$ cat config.mk
export PLATFORM = sky130hd
export DESIGN_NAME = spi_minion_frontend
export DESIGN_NICKNAME = d
export VERILOG_FILES = /design/src/rtl/spi_frontend_pkg.sv /design/src/rtl/sync_2ff.sv /design/src/rtl/spi_minion_frontend.sv
export SDC_FILE = /design/constraint.sdc
export NUM_CORES = 1
export LEC_CHECK = 0
export CORE_ASPECT_RATIO = 0.8
export CORE_MARGIN = 5
export CORE_UTILIZATION = 62
export DETAILED_ROUTE_END_ITERATION = 8
export DONT_BUFFER_PORTS = 1
export MAX_ROUTING_LAYER = met4
export PLACE_DENSITY = 0.78
export SYNTH_ARGS = -nofsm -noshare
export SYNTH_HDL_FRONTEND = slang
export SYNTH_SLANG_ARGS = --single-unit
$ cat constraint.sdc
create_clock -name clk -period 2.5 [get_ports clk]
set_clock_uncertainty 0.2 [all_clocks]
set_input_delay 0.25 -clock clk [delete_from_list [all_inputs] [get_ports clk]]
set_output_delay 0.25 -clock clk [all_outputs]
set_load 0.005 [all_outputs]
$ cat src/rtl/spi_frontend_pkg.sv
`default_nettype none
// ============================================================================
// Module      : spi_frontend_pkg
// Description : Shared types and constants for the SPI minion front end.
//               Holds the front-end state encoding and the synchronizer depth.
// Ports       : none (package)
// Revision    : 1.0 - initial release
// ============================================================================
package spi_frontend_pkg;

   // Number of flops in each raw-pin synchronizer chain.
   localparam int SYNC_STAGES = 2;

   typedef enum logic [1:0] {
      IDLE   = 2'd0,
      ACTIVE = 2'd1,
      DONE   = 2'd2
   } state_e;

endpackage : spi_frontend_pkg
`default_nettype wire

$ cat src/rtl/sync_2ff.sv
`default_nettype none
// ============================================================================
// Module      : sync_2ff
// Description : Single-bit flop-chain synchronizer for a raw pad input that
//               is asynchronous to clk. Chain depth is SYNC_STAGES.
// Ports       : clk      - destination clock
//               reset_n  - asynchronous active-low reset
//               d        - raw asynchronous input
//               q        - synchronized output
// Parameters  : RESET_VAL - value every stage takes while in reset
// Revision    : 1.0 - initial release
// ============================================================================
module sync_2ff
   import spi_frontend_pkg::*;
#(
   parameter logic RESET_VAL = 1'b0
) (
   input  logic clk,
   input  logic reset_n,
   input  logic d,
   output logic q
);

   logic [SYNC_STAGES-1:0] sync_q;
   logic [SYNC_STAGES-1:0] sync_d;

   always_comb begin
      sync_d = {sync_q[SYNC_STAGES-2:0], d};
   end

   always_ff @(posedge clk or negedge reset_n) begin
      if (!reset_n) begin
         sync_q <= {SYNC_STAGES{RESET_VAL}};
      end else begin
         sync_q <= sync_d;
      end
   end

   assign q = sync_q[SYNC_STAGES-1];

endmodule : sync_2ff
`default_nettype wire

$ cat src/rtl/spi_minion_frontend.sv
`default_nettype none
// ============================================================================
// Module      : spi_minion_frontend
// Description : Pad-side SPI minion (mode 0, MSB first). Synchronizes raw
//               cs/sclk/mosi into clk, deserializes one BIT_WIDTH packet per
//               cs-low window into a one-entry val/rdy buffer, and serializes
//               one val/rdy send word per transaction onto miso.
// Ports       : clk, reset_n             - clock, async active-low reset
//               cs, sclk, mosi           - raw SPI pins (asynchronous)
//               miso                     - registered serial data out
//               recv_msg/val/rdy         - received packet stream
//               send_msg/val/rdy         - transmit word stream
//               parity                   - XOR of recv_msg, registered
//               overflow                 - sticky dropped-packet flag
// Revision    : 1.0 - initial release
// ============================================================================
module spi_minion_frontend
   import spi_frontend_pkg::*;
#(
   parameter int BIT_WIDTH = 20
) (
   input  logic                 clk,
   input  logic                 reset_n,
   input  logic                 cs,
   input  logic                 sclk,
   input  logic                 mosi,
   output logic                 miso,
   output logic [BIT_WIDTH-1:0] recv_msg,
   output logic                 recv_val,
   input  logic                 recv_rdy,
   input  logic [BIT_WIDTH-1:0] send_msg,
   input  logic                 send_val,
   output logic                 send_rdy,
   output logic                 parity,
   output logic                 overflow
);

   localparam int                  CNT_W       = $clog2(BIT_WIDTH + 1);
   localparam logic [CNT_W-1:0]    FULL_CNT    = CNT_W'(BIT_WIDTH);
   localparam int                  SETTLE_W    = $clog2(SYNC_STAGES + 1);
   localparam logic [SETTLE_W-1:0] SETTLE_DONE = SETTLE_W'(SYNC_STAGES);

   // ------------------------------------------------------------------
   // Synchronizers. cs idles high so its chain resets to 1.
   // ------------------------------------------------------------------
   logic cs_sync;
   logic sclk_sync;
   logic mosi_sync;

   sync_2ff #(.RESET_VAL(1'b1)) u_sync_cs (
      .clk     (clk),
      .reset_n (reset_n),
      .d       (cs),
      .q       (cs_sync)
   );

   sync_2ff #(.RESET_VAL(1'b0)) u_sync_sclk (
      .clk     (clk),
      .reset_n (reset_n),
      .d       (sclk),
      .q       (sclk_sync)
   );

   sync_2ff #(.RESET_VAL(1'b0)) u_sync_mosi (
      .clk     (clk),
      .reset_n (reset_n),
      .d       (mosi),
      .q       (mosi_sync)
   );

   // ------------------------------------------------------------------
   // State
   // ------------------------------------------------------------------
   state_e                state_q,     state_d;
   logic                  cs_dly_q,    cs_dly_d;
   logic                  sclk_dly_q,  sclk_dly_d;
   logic [BIT_WIDTH-1:0]  rx_shift_q,  rx_shift_d;
   logic [BIT_WIDTH-1:0]  tx_shift_q,  tx_shift_d;
   logic [CNT_W-1:0]      bit_cnt_q,   bit_cnt_d;
   logic                  overrun_q,   overrun_d;
   logic                  miso_q,      miso_d;
   logic [BIT_WIDTH-1:0]  recv_msg_q,  recv_msg_d;
   logic                  recv_val_q,  recv_val_d;
   logic                  send_rdy_q,  send_rdy_d;
   logic                  parity_q,    parity_d;
   logic                  overflow_q,  overflow_d;
   logic                  armed_q,     armed_d;
   logic [SETTLE_W-1:0]   settle_q,    settle_d;

   logic cs_rise;
   logic cs_fall;
   logic sclk_rise;
   logic sclk_fall;
   logic settled;
   logic frame_ok;

   assign settled   = (settle_q == SETTLE_DONE);
   assign cs_rise   =  cs_sync   & ~cs_dly_q;
   // A falling edge only counts once cs has been seen high after reset, so
   // a transaction already in flight when reset releases is ignored.
   assign cs_fall   = ~cs_sync   &  cs_dly_q & armed_q;
   assign sclk_rise =  sclk_sync & ~sclk_dly_q;
   assign sclk_fall = ~sclk_sync &  sclk_dly_q;
   // Exactly BIT_WIDTH rising edges: counter reached full and never overran.
   assign frame_ok  = (bit_cnt_q == FULL_CNT) && !overrun_q;

   always_comb begin
      state_d    = state_q;
      cs_dly_d   = cs_sync;
      sclk_dly_d = sclk_sync;
      rx_shift_d = rx_shift_q;
      tx_shift_d = tx_shift_q;
      bit_cnt_d  = bit_cnt_q;
      overrun_d  = overrun_q;
      miso_d     = 1'b0;
      recv_msg_d = recv_msg_q;
      recv_val_d = recv_val_q;
      send_rdy_d = 1'b0;
      parity_d   = parity_q;
      overflow_d = overflow_q;
      armed_d    = armed_q;
      settle_d   = settle_q;

      // Synchronizer outputs are only meaningful once the reset value has
      // flushed through the chain.
      if (!settled) begin
         settle_d = settle_q + SETTLE_W'(1);
      end
      if (!armed_q && settled && cs_sync) begin
         armed_d = 1'b1;
      end

      // Consumer drain; a commit in DONE below overrides this.
      if (recv_val_q && recv_rdy) begin
         recv_val_d = 1'b0;
      end

      case (state_q)
         IDLE: begin
            if (cs_fall) begin
               state_d   = ACTIVE;
               bit_cnt_d = '0;
               overrun_d = 1'b0;
               if (send_val) begin
                  tx_shift_d = send_msg;
                  send_rdy_d = 1'b1;
               end else begin
                  tx_shift_d = '0;
               end
            end
         end

         ACTIVE: begin
            miso_d = tx_shift_q[BIT_WIDTH-1];
            if (cs_rise) begin
               state_d = DONE;
            end else begin
               if (sclk_rise) begin
                  rx_shift_d = {rx_shift_q[BIT_WIDTH-2:0], mosi_sync};
                  if (bit_cnt_q == FULL_CNT) begin
                     overrun_d = 1'b1;
                  end else begin
                     bit_cnt_d = bit_cnt_q + CNT_W'(1);
                  end
               end
               if (sclk_fall) begin
                  tx_shift_d = {tx_shift_q[BIT_WIDTH-2:0], 1'b0};
               end
            end
         end

         DONE: begin
            state_d = IDLE;
            if (frame_ok) begin
               if (!recv_val_q || recv_rdy) begin
                  recv_msg_d = rx_shift_q;
                  parity_d   = ^rx_shift_q;
                  recv_val_d = 1'b1;
               end else begin
                  overflow_d = 1'b1;
               end
            end
         end

         default: begin
            state_d = IDLE;
         end
      endcase
   end

   always_ff @(posedge clk or negedge reset_n) begin
      if (!reset_n) begin
         state_q    <= IDLE;
         cs_dly_q   <= 1'b1;
         sclk_dly_q <= 1'b0;
         rx_shift_q <= '0;
         tx_shift_q <= '0;
         bit_cnt_q  <= '0;
         overrun_q  <= 1'b0;
         miso_q     <= 1'b0;
         recv_msg_q <= '0;
         recv_val_q <= 1'b0;
         send_rdy_q <= 1'b0;
         parity_q   <= 1'b0;
         overflow_q <= 1'b0;
         armed_q    <= 1'b0;
         settle_q   <= '0;
      end else begin
         state_q    <= state_d;
         cs_dly_q   <= cs_dly_d;
         sclk_dly_q <= sclk_dly_d;
         rx_shift_q <= rx_shift_d;
         tx_shift_q <= tx_shift_d;
         bit_cnt_q  <= bit_cnt_d;
         overrun_q  <= overrun_d;
         miso_q     <= miso_d;
         recv_msg_q <= recv_msg_d;
         recv_val_q <= recv_val_d;
         send_rdy_q <= send_rdy_d;
         parity_q   <= parity_d;
         overflow_q <= overflow_d;
         armed_q    <= armed_d;
         settle_q   <= settle_d;
      end
   end

   assign miso     = miso_q;
   assign recv_msg = recv_msg_q;
   assign recv_val = recv_val_q;
   assign send_rdy = send_rdy_q;
   assign parity   = parity_q;
   assign overflow = overflow_q;

endmodule : spi_minion_frontend
`default_nettype wire

==> flow_summary.yaml <==
synthesis:
  ys_warn_count: 0
  seq_area_frac_synth: 0.584
  synth_area_leaders: "dfrtp_1, mux2_4, mux2_2"
  synth_top_area_cell: "dfrtp_1"
  syn-instance-count: 289
  synth.distinct_cells: 35
  synth_fp_nets: 319
  synth.avg_cell_area_um2: 12.5
  synth.top_cell.area_share: 0.562
  ys_seq_elements: 84
  synth_area_um2: 3610
cts:
  cts_num_sinks: 84
  insertion_delay_ps: 350
  tritoncts: "yes"
  clock_path_buffers: 2
  cts_buffers: 9
  clkTransAtPathRegs_ps: 80
  htree_levels: 3
  cts_setup_buffers: 0
  cts_root_buf: "clkbuf_8"
finish:
  finish.utilization: 0.713
  fin_cells: 384
  layout_common_cells: "dfrtp_1, nand2_1, o21ai_0, mux2_2, a21oi_1"
  antenna_cells: 0
  final_common_cell: "dfrtp_1"
  syn2layout_area_growth_pct: 9.82
  drive_gt1_frac: 0.219
  num-nets-final: 331
place:
  dpl.hpwl_um: 4120
  dpl.cell_count: 358
  port_buffers: 0
  place_congestion: 0.844
sta:
  fmax_ghz: 0.434
  timing.slew.headroom: 0.475
  hold_viol: 0
  setup_tns_ps: 0
  drv_slew: 0
  fin_crit_sh: 0.922
  fin_crit_ps: 2300
  rsz0062_at_grt: "no"
  worst_pin_slew_ps: 781
  setup-violations-final: 0
floorplanning:
  num_rows: 24
  io-pin-count: 52
  chipHeight_um: 78.2
  start_util: 0.649
  core_um2: 5560
  die-area_um2: 7450
  die_x_um: 95.3
detailed_routing:
  highest_layer: "met4"
  firstDrtPassIters: 4
  wl_met2_um: 2940
  wl_per_cell_um: 16.7
  viasPerCell: 5.56
  wl_met1_um: 3010
  vias: 2136
  drcViolationCount: 0
  first_iter_violations: 67
  wl_met3_um: 397
  ant_nets: 0
  routed_wl_um: 6410
worst_setup_path:
  end_kind: "flop"
  worstSetupStartpointType: "flop"
  critPathLaunch: "bit_cnt_q[0]"
  r2r-start: "bit_cnt_q[0]"
  worstSetupPathType: "reg -> reg"
  cp.arrival_ps: 2350
  required_ps: 2540
  cp_max_fo: 22
flow_run:
  drv_cap: 0
global_route:
  grtUsageTotal: 0.200
  grt-ovfl-total: 0
  grt_max_degree: 85
  antenna_found_initial: 0
  grt_pass1_wl_um: 11200
  grt_pass1_vias: 2292
worst_hold_path:
  worstHoldStart: "send_val"
  hold_path.class: "in -> reg"
outcome:
  status: "completed"
power_and_ir_drop:
  p_int_mw: 2.17
  cellPowerDensity_nw_per_um2: 762
  seq_power_share: 0.552
  swShare: 0.280
  power_leakage_nw: 1.95
  max-vdd-ir-drop_mv: 0.429
  p_comb_frac: 0.169
  p_sw_uw: 844
  clock_power_share: 0.279
-- registers in the layout, indices dropped and copies added, names as in the netlist, 5 cells and up --
| register | cells |
|---|---|
| bit_cnt_q | 5 |
| rx_shift_q | 20 |
| recv_msg | 20 |
| tx_shift_q | 20 |
-- per-stage QoR --
step / total power, mW / instance area (um2) / hold slack [ps] / setup slack (ps)
2_1_floorplan: 2.05 / 3610 / -246 / 409
3_3_place_gp: 2.13 / 3670 / -242 / 279
3_5_place_dp: 2.15 / 3670 / -242 / 222
4_1_cts: 3.05 / 3940 / 7.82 / 185
5_1_grt: 3.19 / 3960 / 26.6 / 58.2
6_report: 3.02 / 3960 / 15.6 / 196
-- final cells by class --
type                       instances  area [um2]
sequential                        84        2110
fill                             373        1600
multi-input combinational        186        1410
timing repair buffer              15         155
clock buffer                      12         145
tap                               78        97.6
clock inverter                     4        25.0
inverter                           5        18.8
-- path summary, 6_finish.rpt --
path	to	slack, ps	depth (start not counted)
max	recv_msg[9]	200	6
min	tx_shift_q[12]	20	3
max reg2reg	recv_msg[9]	200	6
min reg2reg	u_sync_cs.sync_q[1]	150	0
max in group asynchronous	u_sync_cs.sync_q[0]	1500	2
min in group asynchronous	state_q[1]	290	2
-- timing repair --
action | in CTS | in global routing
hold endpoints to repair | 91 | 1
gates resized for setup | 0 | 0
hold buffers | 8 | 2
-- power by group through the flow --
| stage | combinational (mW) | sequential [mW] | clock, mW |
|---|---|---|---|
| floorplan | 0.403 | 1.65 | 0 |
| global placement | 0.450 | 1.68 | 0 |
| detailed placement | 0.470 | 1.68 | 0 |
| CTS | 0.517 | 1.66 | 0.868 |
| global route | 0.586 | 1.68 | 0.924 |
| finish | 0.511 | 1.66 | 0.842 |
-- worst max-delay path, stage by stage, from the launching register on --
cell and delay [ps]:
dfrtp_1 410, inv_1 100, ha_1 150, nand4b_1 150
or4_4 460, nand2b_4 350, mux2_4 380
-- cell families (layout without fill, tap and decap cells) --
kind of cell               Yosys count  count (layout)  synth area share
adders and majority gates            3               3            0.0104
AOI/OAI and AO/OA                   49              49            0.0725
and+or+nand+nor                     71              71             0.105
DFF                                 84              84             0.584
muxes                               41              41             0.147
xor gates and xnor gates            22              22            0.0573
buffers and inverters               19              36            0.0243
-- cells in the mapped netlist (all sizes together) --
cell and instances:
a211o 1, a21o 1, a21oi 21, a22o 1, a2bb2oi 1, and2 2
and2b 1, and3 19, and4 1, buf 3, clkbuf 11, dfrtp 81
dfstp 3, ha 3, inv 5, mux2 41, nand2 26, nand2b 5
nand3 3, nand4b 1, nor2 6, nor2b 1, nor3 1, nor4 3
o21ai 23, o21bai 1, or3 1, or4 1, xnor2 20, xnor3 1
xor2 1
-- metal layers --
metal / global-route usage / vias to the layer above
met3: 0.0803 / 6
met4: 0.0519 / 0
met5: - / -
li1: - / 1018
met2: 0.288 / 46
met1: 0.265 / 1066
Power figures use the tool's default switching activity.
